--- config.mk ---
export PLATFORM = sky130hd
export DESIGN_NAME = load_store_unit
export DESIGN_NICKNAME = d
export VERILOG_FILES = /design/src/rtl/lsu_pkg.sv /design/src/rtl/lsu_byte_lane.sv /design/src/rtl/load_store_unit.sv
export SDC_FILE = /design/constraint.sdc
export NUM_CORES = 1
export LEC_CHECK = 0
export CAP_MARGIN = 20
export CORE_UTILIZATION = 35
export CTS_CLUSTER_DIAMETER = 80
export CTS_CLUSTER_SIZE = 16
export DETAILED_ROUTE_END_ITERATION = 16
export PLACE_DENSITY_LB_ADDON = 0.25
export SLEW_MARGIN = 15
export SYNTH_ARGS = -nofsm -noshare
export SYNTH_HDL_FRONTEND = slang
export SYNTH_SLANG_ARGS = --single-unit
export TNS_END_PERCENT = 5
--- constraint.sdc ---
create_clock -name clk -period 4.15 [get_ports clk]
set_input_delay 0.415 -clock clk [delete_from_list [all_inputs] [get_ports clk]]
set_output_delay 0.415 -clock clk [all_outputs]
set_load 0.02 [all_outputs]
--- src/rtl/lsu_pkg.sv ---
// Shared definitions for the load/store unit.
// Size encodings and FSM state type.
package lsu_pkg;

    localparam logic [1:0] SZ_B   = 2'b00;
    localparam logic [1:0] SZ_H   = 2'b01;
    localparam logic [1:0] SZ_W   = 2'b10;
    localparam logic [1:0] SZ_ILL = 2'b11;

    typedef enum logic {
        IDLE   = 1'b0,
        SECOND = 1'b1
    } state_t;

endpackage

--- src/rtl/lsu_byte_lane.sv ---
// Byte-lane steering for the load/store unit.
// Store mask/shift generation and load extraction/extension.
module lsu_byte_lane
    import lsu_pkg::*;
(
    input  logic [1:0]  i_size,
    input  logic [1:0]  i_offset,
    input  logic        i_unsigned,
    input  logic [31:0] i_wdata,
    input  logic [31:0] i_lo,
    input  logic [31:0] i_hi,
    output logic [7:0]  o_mask,
    output logic [63:0] o_sdata,
    output logic        o_misaligned,
    output logic [31:0] o_ldata
);

    logic [7:0]  w_base;
    logic [2:0]  w_nbytes;
    logic [63:0] w_shifted;
    logic [4:0]  w_shamt;

    // Base byte mask and byte count for the access size
    always_comb begin
        w_base   = 8'h00;
        w_nbytes = 3'd0;
        unique case (i_size)
            SZ_B: begin w_base = 8'h01; w_nbytes = 3'd1; end
            SZ_H: begin w_base = 8'h03; w_nbytes = 3'd2; end
            SZ_W: begin w_base = 8'h0F; w_nbytes = 3'd4; end
            default: begin w_base = 8'h00; w_nbytes = 3'd0; end
        endcase
    end

    assign w_shamt      = {i_offset, 3'b000};
    assign o_mask       = w_base << i_offset;
    assign o_sdata      = {32'b0, i_wdata} << w_shamt;
    assign o_misaligned = ({1'b0, i_offset} + w_nbytes) > 3'd4;
    assign w_shifted    = {i_hi, i_lo} >> w_shamt;

    // Pick the low bytes of the shifted pair and extend them
    always_comb begin
        o_ldata = w_shifted[31:0];
        unique case (i_size)
            SZ_B: o_ldata = {{24{~i_unsigned & w_shifted[7]}},
                             w_shifted[7:0]};
            SZ_H: o_ldata = {{16{~i_unsigned & w_shifted[15]}},
                             w_shifted[15:0]};
            default: o_ldata = w_shifted[31:0];
        endcase
    end

endmodule

--- src/rtl/load_store_unit.sv ---
// Memory-stage load/store unit in front of the data RAM.
// Splits misaligned accesses into two word accesses.
module load_store_unit
    import lsu_pkg::*;
#(
    parameter bit SPLIT_EN = 1'b1,
    parameter int RD_W     = 5
)(
    input  logic            clk,
    input  logic            reset,
    input  logic            req_valid_i,
    output logic            req_ready_o,
    input  logic            req_we_i,
    input  logic [1:0]      req_size_i,
    input  logic            req_unsigned_i,
    input  logic [31:0]     req_addr_i,
    input  logic [31:0]     req_wdata_i,
    input  logic [RD_W-1:0] req_rd_i,
    output logic [31:0]     dmem_addr_o,
    output logic [31:0]     dmem_wr_data_o,
    output logic [0:3]      dmem_wr_strb_o,
    output logic            dmem_wr_en_o,
    input  logic [31:0]     dmem_rd_data_i,
    output logic            resp_valid_o,
    output logic [31:0]     resp_data_o,
    output logic [RD_W-1:0] resp_rd_o,
    output logic            resp_err_o
);

    state_t          r_state;
    state_t          w_state_nxt;
    logic [31:0]     r_lo_buf;
    logic [31:0]     r_addr;
    logic [1:0]      r_size;
    logic            r_unsigned;
    logic            r_we;
    logic [RD_W-1:0] r_rd;
    logic [3:0]      r_strb_hi;
    logic [31:0]     r_wdata_hi;
    logic            r_resp_valid;
    logic [31:0]     r_resp_data;
    logic [RD_W-1:0] r_resp_rd;
    logic            r_resp_err;

    logic            w_second;
    logic [1:0]      w_size;
    logic [1:0]      w_offset;
    logic            w_unsigned;
    logic [31:0]     w_lo;
    logic [31:0]     w_hi;
    logic [7:0]      w_mask;
    logic [63:0]     w_sdata;
    logic            w_misaligned;
    logic [31:0]     w_ldata;
    logic            w_accept;
    logic            w_illegal;
    logic            w_split;
    logic [3:0]      w_strb4;

    assign w_second   = (r_state == SECOND);
    assign w_size     = w_second ? r_size : req_size_i;
    assign w_offset   = w_second ? r_addr[1:0] : req_addr_i[1:0];
    assign w_unsigned = w_second ? r_unsigned : req_unsigned_i;
    assign w_lo       = w_second ? r_lo_buf : dmem_rd_data_i;
    assign w_hi       = w_second ? dmem_rd_data_i : 32'b0;

    lsu_byte_lane u_lane (
        .i_size       (w_size),
        .i_offset     (w_offset),
        .i_unsigned   (w_unsigned),
        .i_wdata      (req_wdata_i),
        .i_lo         (w_lo),
        .i_hi         (w_hi),
        .o_mask       (w_mask),
        .o_sdata      (w_sdata),
        .o_misaligned (w_misaligned),
        .o_ldata      (w_ldata)
    );

    assign req_ready_o = ~w_second;
    assign w_accept    = req_valid_i & ~w_second;
    assign w_illegal   = (req_size_i == SZ_ILL)
                       | (w_misaligned & ~SPLIT_EN);
    assign w_split     = w_misaligned & SPLIT_EN;

    assign dmem_wr_strb_o = {w_strb4[0], w_strb4[1],
                             w_strb4[2], w_strb4[3]};

    // Next state and RAM-side drive for the current phase
    always_comb begin
        w_state_nxt    = r_state;
        dmem_addr_o    = {req_addr_i[31:2], 2'b00};
        w_strb4        = w_mask[3:0];
        dmem_wr_data_o = w_sdata[31:0];
        dmem_wr_en_o   = w_accept & req_we_i & ~w_illegal;
        unique case (r_state)
            IDLE: begin
                if (w_accept & ~w_illegal & w_split)
                    w_state_nxt = SECOND;
            end
            SECOND: begin
                dmem_addr_o    = {r_addr[31:2], 2'b00} + 32'd4;
                w_strb4        = r_strb_hi;
                dmem_wr_data_o = r_wdata_hi;
                dmem_wr_en_o   = r_we;
                w_state_nxt    = IDLE;
            end
            default: w_state_nxt = IDLE;
        endcase
        if (reset)
            dmem_wr_en_o = 1'b0;
    end

    // State register
    always_ff @(posedge clk or posedge reset) begin
        if (reset)
            r_state <= IDLE;
        else
            r_state <= w_state_nxt;
    end

    // Capture first word and request fields of a split access
    always_ff @(posedge clk or posedge reset) begin
        if (reset) begin
            r_lo_buf   <= '0;
            r_addr     <= '0;
            r_size     <= '0;
            r_unsigned <= 1'b0;
            r_we       <= 1'b0;
            r_rd       <= '0;
            r_strb_hi  <= '0;
            r_wdata_hi <= '0;
        end else if (w_accept & ~w_illegal & w_split) begin
            r_lo_buf   <= dmem_rd_data_i;
            r_addr     <= req_addr_i;
            r_size     <= req_size_i;
            r_unsigned <= req_unsigned_i;
            r_we       <= req_we_i;
            r_rd       <= req_rd_i;
            r_strb_hi  <= w_mask[7:4];
            r_wdata_hi <= w_sdata[63:32];
        end
    end

    // Register the completed access towards writeback
    always_ff @(posedge clk or posedge reset) begin
        if (reset) begin
            r_resp_valid <= 1'b0;
            r_resp_data  <= '0;
            r_resp_rd    <= '0;
            r_resp_err   <= 1'b0;
        end else begin
            r_resp_valid <= 1'b0;
            if (w_second) begin
                r_resp_valid <= 1'b1;
                r_resp_data  <= r_we ? 32'b0 : w_ldata;
                r_resp_rd    <= r_rd;
                r_resp_err   <= 1'b0;
            end else if (w_accept & w_illegal) begin
                r_resp_valid <= 1'b1;
                r_resp_data  <= 32'b0;
                r_resp_rd    <= req_rd_i;
                r_resp_err   <= 1'b1;
            end else if (w_accept & ~w_split) begin
                r_resp_valid <= 1'b1;
                r_resp_data  <= req_we_i ? 32'b0 : w_ldata;
                r_resp_rd    <= req_rd_i;
                r_resp_err   <= 1'b0;
            end
        end
    end

    assign resp_valid_o = r_resp_valid;
    assign resp_data_o  = r_resp_data;
    assign resp_rd_o    = r_resp_rd;
    assign resp_err_o   = r_resp_err;

endmodule
==> flow_metrics.py, run 1 <==
metrics = {
    "finish": {
        "instances_no_fill": 1454,
        "final_nets": 1226,
        "num_antenna_cells": 0,
        "mostFrequentLayoutCells": "212 x clkdlybuf4s50_1, 138 x dfrtp_1, 125 x nand2_1",
        "area_growth_pct": 33.2,
        "drive_gt1_share_pct": 17.3,
        "final_common_cell": "clkdlybuf4s50_1",
    },
    "drt": {
        "route.met3.wl_microns": 1600,
        "avgRoutedWirePerCell_microns": 19.0,
        "drc": 0,
        "topRoutingLayerUsed": "met5",
        "routed_wl_microns": 27600,
        "viasPerCell": 5.35,
        "dr_wl_met2_microns": 12900,
        "ant_nets": 0,
        "met1Wirelength_microns": 12700,
        "drt_first_pass_iters": 5,
        "drtIter0Drc": 590,
        "vias": 7780,
    },
    "clocking": {
        "cts_root_buf": "clkbuf_16",
        "cts.repair.resized": 0,
        "cts_sinks": 140,
        "numCtsBuffers": 17,
        "insertion_delay_ns": 0.42,
        "cts_htree_levels": 4,
        "clockBufferDepth": 2,
        "cts_setup_buffers": 0,
        "cts_tree": "built",
        "cts.clk_slew.worst_paths_ns": 0.06,
        "hold_buffers": 0,
    },
    "sta": {
        "setup_viol": 0,
        "fin_crit_sh_pct": 84.2,
        "drv_slew": 0,
        "fmax_ghz": 0.286,
        "fin_skew_ns": 0.00942,
        "maxSlewHeadroom_pct": 20.7,
        "min_period_ns": 3.49,
        "rsz0062_at_grt": "false",
        "finalSetupTns_ns": 0,
        "worstMarginPinSlew_ns": 1.19,
        "hold_violations": 0,
    },
    "outcome": {
        "status": "completed",
    },
    "grt": {
        "grtUsageTotal_pct": 21.3,
        "grt_start_max_net_pins": 73,
        "grt_pass1_wl_microns": 43700,
        "antenna_found_initial": 1,
        "grt_pass1_vias": 7579,
        "grt_overflow_total": 0,
    },
    "power": {
        "ir_drop_uv": 315,
        "p_leak_nw": 4.96,
        "p_per_area_nw_per_um2": 621,
        "seqPwrFrac_pct": 33.5,
        "combPwrFrac_pct": 46.2,
        "p_sw_share_pct": 38.2,
        "p_switching_mw": 2.86,
        "clkPwrFrac_pct": 20.3,
        "internal-power_mw": 4.63,
    },
    "critical_path": {
        "critPathLaunchType": "flop",
        "timing.rr.end": "resp_data_o[20]$_DFFE_PP0P_",
        "path_cells": "buf_4 > or2_1 > nor2_1 > a22o_1 > clkdlybuf4s50_1",
        "crit_fanout": 25,
        "r2r-start": "r_state$_DFF_PP0_",
        "reg2reg_slack_ns": 0.86,
        "setup.worst_path.end_class": "primary output",
        "setup.worst_path.class": "reg -> out",
        "rr_worst_depth": 11,
        "worstPathRequired_ns": 3.73,
        "crit_arrival_ns": 3.08,
        "max_stage_delay_ns": 0.61,
        "cp_slowest_cell": "clkdlybuf4s50_1",
    },
    "logic_synthesis": {
        "synth_enable_flop_cells": 0,
        "ys_ff_latch": 140,
        "synthArstFlopShare_pct": 100,
        "synthCells": 928,
        "yosysWarnings": 0,
        "synth.cell_area_sq_um": 9050,
        "synth_cell_types": 56,
        "synthFlopType": "dfrtp_1",
        "ys_seq_area_share_pct": 38.7,
        "syn_avg_cell_area_sq_um": 9.75,
    },
    "hold_path": {
        "hp-class": "reg -> reg",
        "hold_start": "r_wdata_hi[15]$_DFFE_PP0P_",
        "hold_depth": 2,
        "whs_endpoint": "r_wdata_hi[15]$_DFFE_PP0P_",
    },
    "floorplan": {
        "core_area_sq_um": 25300,
        "start_util_pct": 35.8,
        "fp.dieW_microns": 163,
        "rows": 58,
        "ios": 217,
        "die_h_microns": 163,
        "dieArea_sq_um": 26500,
    },
    "place": {
        "place_congestion": 0.812,
        "hpwl_microns": 19300,
        "placedCellCount": 1422,
        "io_buffers": 214,
    },
    "flow_run": {
        "cap_violations": 0,
    },
}
==> layout make-up <==
class	instances	area (sq um)
timing repair buffer	238	2350
inverter	14	56.3
tap	330	413
clock inverter	14	144
clock buffer	18	439
sequential	140	3510
fill	2425	13200
multi-input combinational	700	5150
==> per-layer routing <==
layer  up-vias  GRT usage, %
li1       3725             -
met3        34          3.92
met4         2          6.07
met2       249          33.4
met5         -             0
met1      3770          29.8
==> cells in the mapped netlist, types with 20 or more instances <==
master      n  area (sq um)
dfrtp_1   140          3500
nand2_1   126           473
mux2_2     91          1020
mux2i_1    67           671
o21ai_0    64           320
nor2_1     57           214
a21oi_1    51           255
clkbuf_1   33           124
buf_2      29           145
nand3_1    28           140
xnor2_1    20           175
==> worst max-delay path: cells and delay by family (launching register included) <==
kind | cells | cell delay [ns]
AOI/OAI and AO/OA | 1 | 0.25
and+or+nand+nor | 2 | 1.00
buffers and inverters | 2 | 0.86
DFF | 1 | 0.53
==> flip-flops by register name, indices dropped and copies added, names as in the netlist <==
signal / count
r_addr: 32
r_lo_buf: 32
r_rd: 5
r_size: 2
r_state: 1
r_strb_hi: 3
r_unsigned: 1
r_wdata_hi: 24
r_we: 1
resp_data_o: 32
resp_err_o: 1
resp_rd_o: 5
resp_valid_o: 1
==> worst max-delay path by stage <==
stage / startpoint / to / cells past startpoint
2_1_floorplan: r_state$_DFF_PP0_ / resp_data_o[16]$_DFFE_PP0P_ / 14
3_3_place_gp: req_size_i[1] / resp_rd_o[2]$_DFFE_PP0P_ / 11
3_5_place_dp: req_size_i[0] / resp_rd_o[2]$_DFFE_PP0P_ / 11
4_1_cts: r_state$_DFF_PP0_ / dmem_wr_data_o[7] / 5
5_1_grt: r_addr[2]$_DFFE_PP0P_ / dmem_addr_o[30] / 7
6_report: r_state$_DFF_PP0_ / dmem_wr_data_o[7] / 5
==> stage by stage <==
stage	utilization [%]	hold WS (ns)	power [mW]	instance area (sq um)	worst slack, ns
after global placement	45.4	0.460	5.94	11500	0.625
after CTS	47.7	0.482	7.55	12100	0.603
after detailed placement	45.4	0.468	5.99	11500	0.510
after global routing	47.7	0.501	7.96	12100	0.475
after floorplan	-	0.448	4.72	9060	0.552
final	47.7	0.478	7.49	12100	0.658
==> cell families (layout without fill, tap and decap cells) <==
| logic type | Yosys count | in the layout | share of synthesized area [%] |
|---|---|---|---|
| adder cells (fa/ha/maj) | 7 | 7 | 1.05 |
| flip-flops | 140 | 140 | 38.7 |
| AO/OA/AOI/OAI | 205 | 205 | 15.2 |
| multiplexers | 177 | 177 | 23.3 |
| buffers and inverters | 89 | 284 | 4.63 |
| AND/OR/NAND/NOR | 280 | 280 | 14.3 |
| other | 1 | 2 | 0.0414 |
| XOR/XNOR | 29 | 29 | 2.81 |
==> power by group through the flow <==
| stage | combinational (mW) | clock, mW | sequential [mW] |
|---|---|---|---|
| finish | 3.46 | 1.52 | 2.51 |
| global route | 3.75 | 1.62 | 2.59 |
| CTS | 3.48 | 1.56 | 2.50 |
| detailed placement | 3.47 | 0 | 2.52 |
| global placement | 3.43 | 0 | 2.51 |
| floorplan | 2.19 | 0 | 2.54 |
Note: power is estimated with default switching activity, not from simulation.
==> run 2: changes to the inputs <==
==> constraint.sdc (replaced) <==
create_clock -name clk -period 3.3 [get_ports clk]
set_input_delay 0.33 -clock clk [delete_from_list [all_inputs] [get_ports clk]]
set_output_delay 0.33 -clock clk [all_outputs]
set_load 0.02 [all_outputs]
==> run 2 against run 1 <==
Against the previous run: setup slack lost 0.52 ns; highest routed layer unchanged; critical path type unchanged; non-clock buffer count rose by 9; count of clock-buffer cells in the layout grew 2; largest cell class unchanged; power increased by 26%; clock skew down 0.0023 ns; sequential share of layout area shrank 0.35 points; final area up 1.2%; global-route usage fell by 0.10 points; sequential power rose by 25%; utilization up 0.58 points.
==> flow_metrics.py, run 2 (synthesized netlist as in run 1, its figures left out) <==
metrics = {
    "sta": {
        "fmax_ghz": 0.316,
        "min_period_ns": 3.16,
        "hold_violations": 0,
        "maxSlewHeadroom_pct": 24.4,
        "worstMarginPinSlew_ns": 1.13,
        "setup_viol": 0,
        "fin_crit_sh_pct": 95.8,
        "fin_skew_ns": 0.00707,
        "drv_slew": 0,
        "whs_ns": 0.456,
    },
    "finish": {
        "final_common_cell": "clkdlybuf4s50_1",
        "utilization_pct": 48.3,
        "num_antenna_cells": 0,
        "area_growth_pct": 34.9,
        "mostFrequentLayoutCells": "212 x clkdlybuf4s50_1, 138 x dfrtp_1, 125 x nand2_1",
        "drive_gt1_share_pct": 18.3,
        "final_nets": 1235,
    },
    "critical_path": {
        "worstPathRequired_ns": 2.97,
        "path_cells": "ha_1 > and4_2 > nand4_4 > nor4_2 > xnor2_1 > a21oi_1 > clkdlybuf4s50_1",
        "crit_fanout": 8,
        "reg2reg_slack_ns": 0.23,
        "setup.worst_path.end_class": "primary output",
        "r2r-start": "r_state$_DFF_PP0_",
        "critPathLaunchType": "flop",
        "cp_slowest_cell": "clkdlybuf4s50_1",
        "setup.worst_path.class": "reg -> out",
        "max_stage_delay_ns": 0.61,
        "rr_worst_depth": 10,
        "timing.rr.end": "resp_data_o[22]$_DFFE_PP0P_",
        "crit_family": "simple AND/OR/NAND/NOR gates",
        "crit_arrival_ns": 2.83,
        "critPathBufInv": 1,
    },
    "clocking": {
        "insertion_delay_ns": 0.42,
        "hold_buffers": 0,
        "cts_sinks": 140,
        "cts.clk_slew.worst_paths_ns": 0.06,
        "cts_root_buf": "clkbuf_16",
        "cts_tree": "built",
        "numCtsBuffers": 17,
        "cts_htree_levels": 4,
        "clockBufferDepth": 2,
    },
    "drt": {
        "routed_wl_microns": 27700,
        "ant_nets": 0,
        "avgRoutedWirePerCell_microns": 18.9,
        "viasPerCell": 5.37,
        "drc": 0,
        "drtIter0Drc": 633,
        "vias": 7853,
        "drt_first_pass_iters": 5,
    },
    "floorplan": {
        "dieArea_sq_um": 26500,
        "core_area_sq_um": 25300,
        "fp.dieW_microns": 163,
        "ios": 217,
        "die_h_microns": 163,
        "rows": 58,
        "start_util_pct": 35.8,
    },
    "grt": {
        "grt_pass1_wl_microns": 43500,
        "grt_overflow_total": 0,
        "grt_start_max_net_pins": 60,
        "grtUsageTotal_pct": 21.2,
        "antenna_found_initial": 1,
        "grt_pass1_vias": 7554,
    },
    "power": {
        "ir_drop_uv": 424,
        "p_leak_nw": 5.02,
        "p_per_area_nw_per_um2": 776,
        "p_total_mw": 9.47,
    },
    "place": {
        "io_buffers": 214,
        "place_congestion": 0.826,
        "hpwl_microns": 19200,
    },
    "hold_path": {
        "hp-class": "in -> async",
    },
    "flow_run": {
        "cap_violations": 0,
    },
    "outcome": {
        "status": "completed",
    },
}
[run 2: cell count changes in the layout (fill, tap and decap cells not counted), moves of 2 or more]
cell and change:
inv_6 -3, and4_1 -2, buf_12 +4, and4_2 +2, buf_4 +4
[run 2: how the worst max path moves through the flow]
stage / from / end / depth (start not counted)
finish: r_addr[2]$_DFFE_PP0P_ / dmem_addr_o[30] / 7
global route: r_addr[2]$_DFFE_PP0P_ / dmem_addr_o[30] / 7
CTS: r_addr[2]$_DFFE_PP0P_ / dmem_addr_o[30] / 7
detailed placement: req_size_i[1] / resp_data_o[15]$_DFFE_PP0P_ / 11
global placement: req_size_i[1] / resp_data_o[11]$_DFFE_PP0P_ / 11
floorplan: r_state$_DFF_PP0_ / resp_data_o[16]$_DFFE_PP0P_ / 14
[run 2: power by group]
part	internal (mW)	switching [mW]
clock network	1.15	0.758
registers	2.50	0.647
logic	2.23	2.19
total	5.88	3.59
[run 2: per-layer routing]
layer	global-route usage, %	vias up	wire, microns
met3	3.87	43	1440
met4	7.35	2	647
met1	29.4	3830	12900
met2	33.1	246	12700
met5	0	-	13
li1	-	3732	-
[run 2: layout make-up]
| cell class | count | area [sq um] |
|---|---|---|
| clock buffer | 20 | 457 |
| clock inverter | 11 | 120 |
| fill | 2351 | 13100 |
| inverter | 14 | 56.3 |
| multi-input combinational | 700 | 5180 |
| sequential | 140 | 3510 |
| tap | 330 | 413 |
| timing repair buffer | 247 | 2470 |
[run 2: repair_timing]
| action | CTS | global route |
|---|---|---|
| resized for setup | 2 | 6 |
| pin swaps | 0 | 2 |
| setup buffers | 0 | 2 |
| setup endpoints to repair | 3 | 19 |
[run 2: stage by stage]
stage / cells / area (sq um) / setup TNS [ns] / worst slack [ns]
finish: 1462 / 12200 / 0 / 0.137
global route: 1462 / 12200 / -0.00353 / -0.00353
CTS: 1460 / 12200 / 0 / 0.0309
detailed placement: 1429 / 11600 / -0.309 / -0.0439
global placement: 1429 / 11600 / 0 / 0.0539
floorplan: 929 / 9060 / -27.55 / -0.298
[run 2: worst reg2reg max path, delay by kind of cell (launching register included)]
kind	cells	cell delay [ns]
simple gates	2	0.30
compound gates	2	0.73
flops	1	0.54
mux	1	0.27
buf+inv	2	0.30
fa+ha+maj	3	0.85
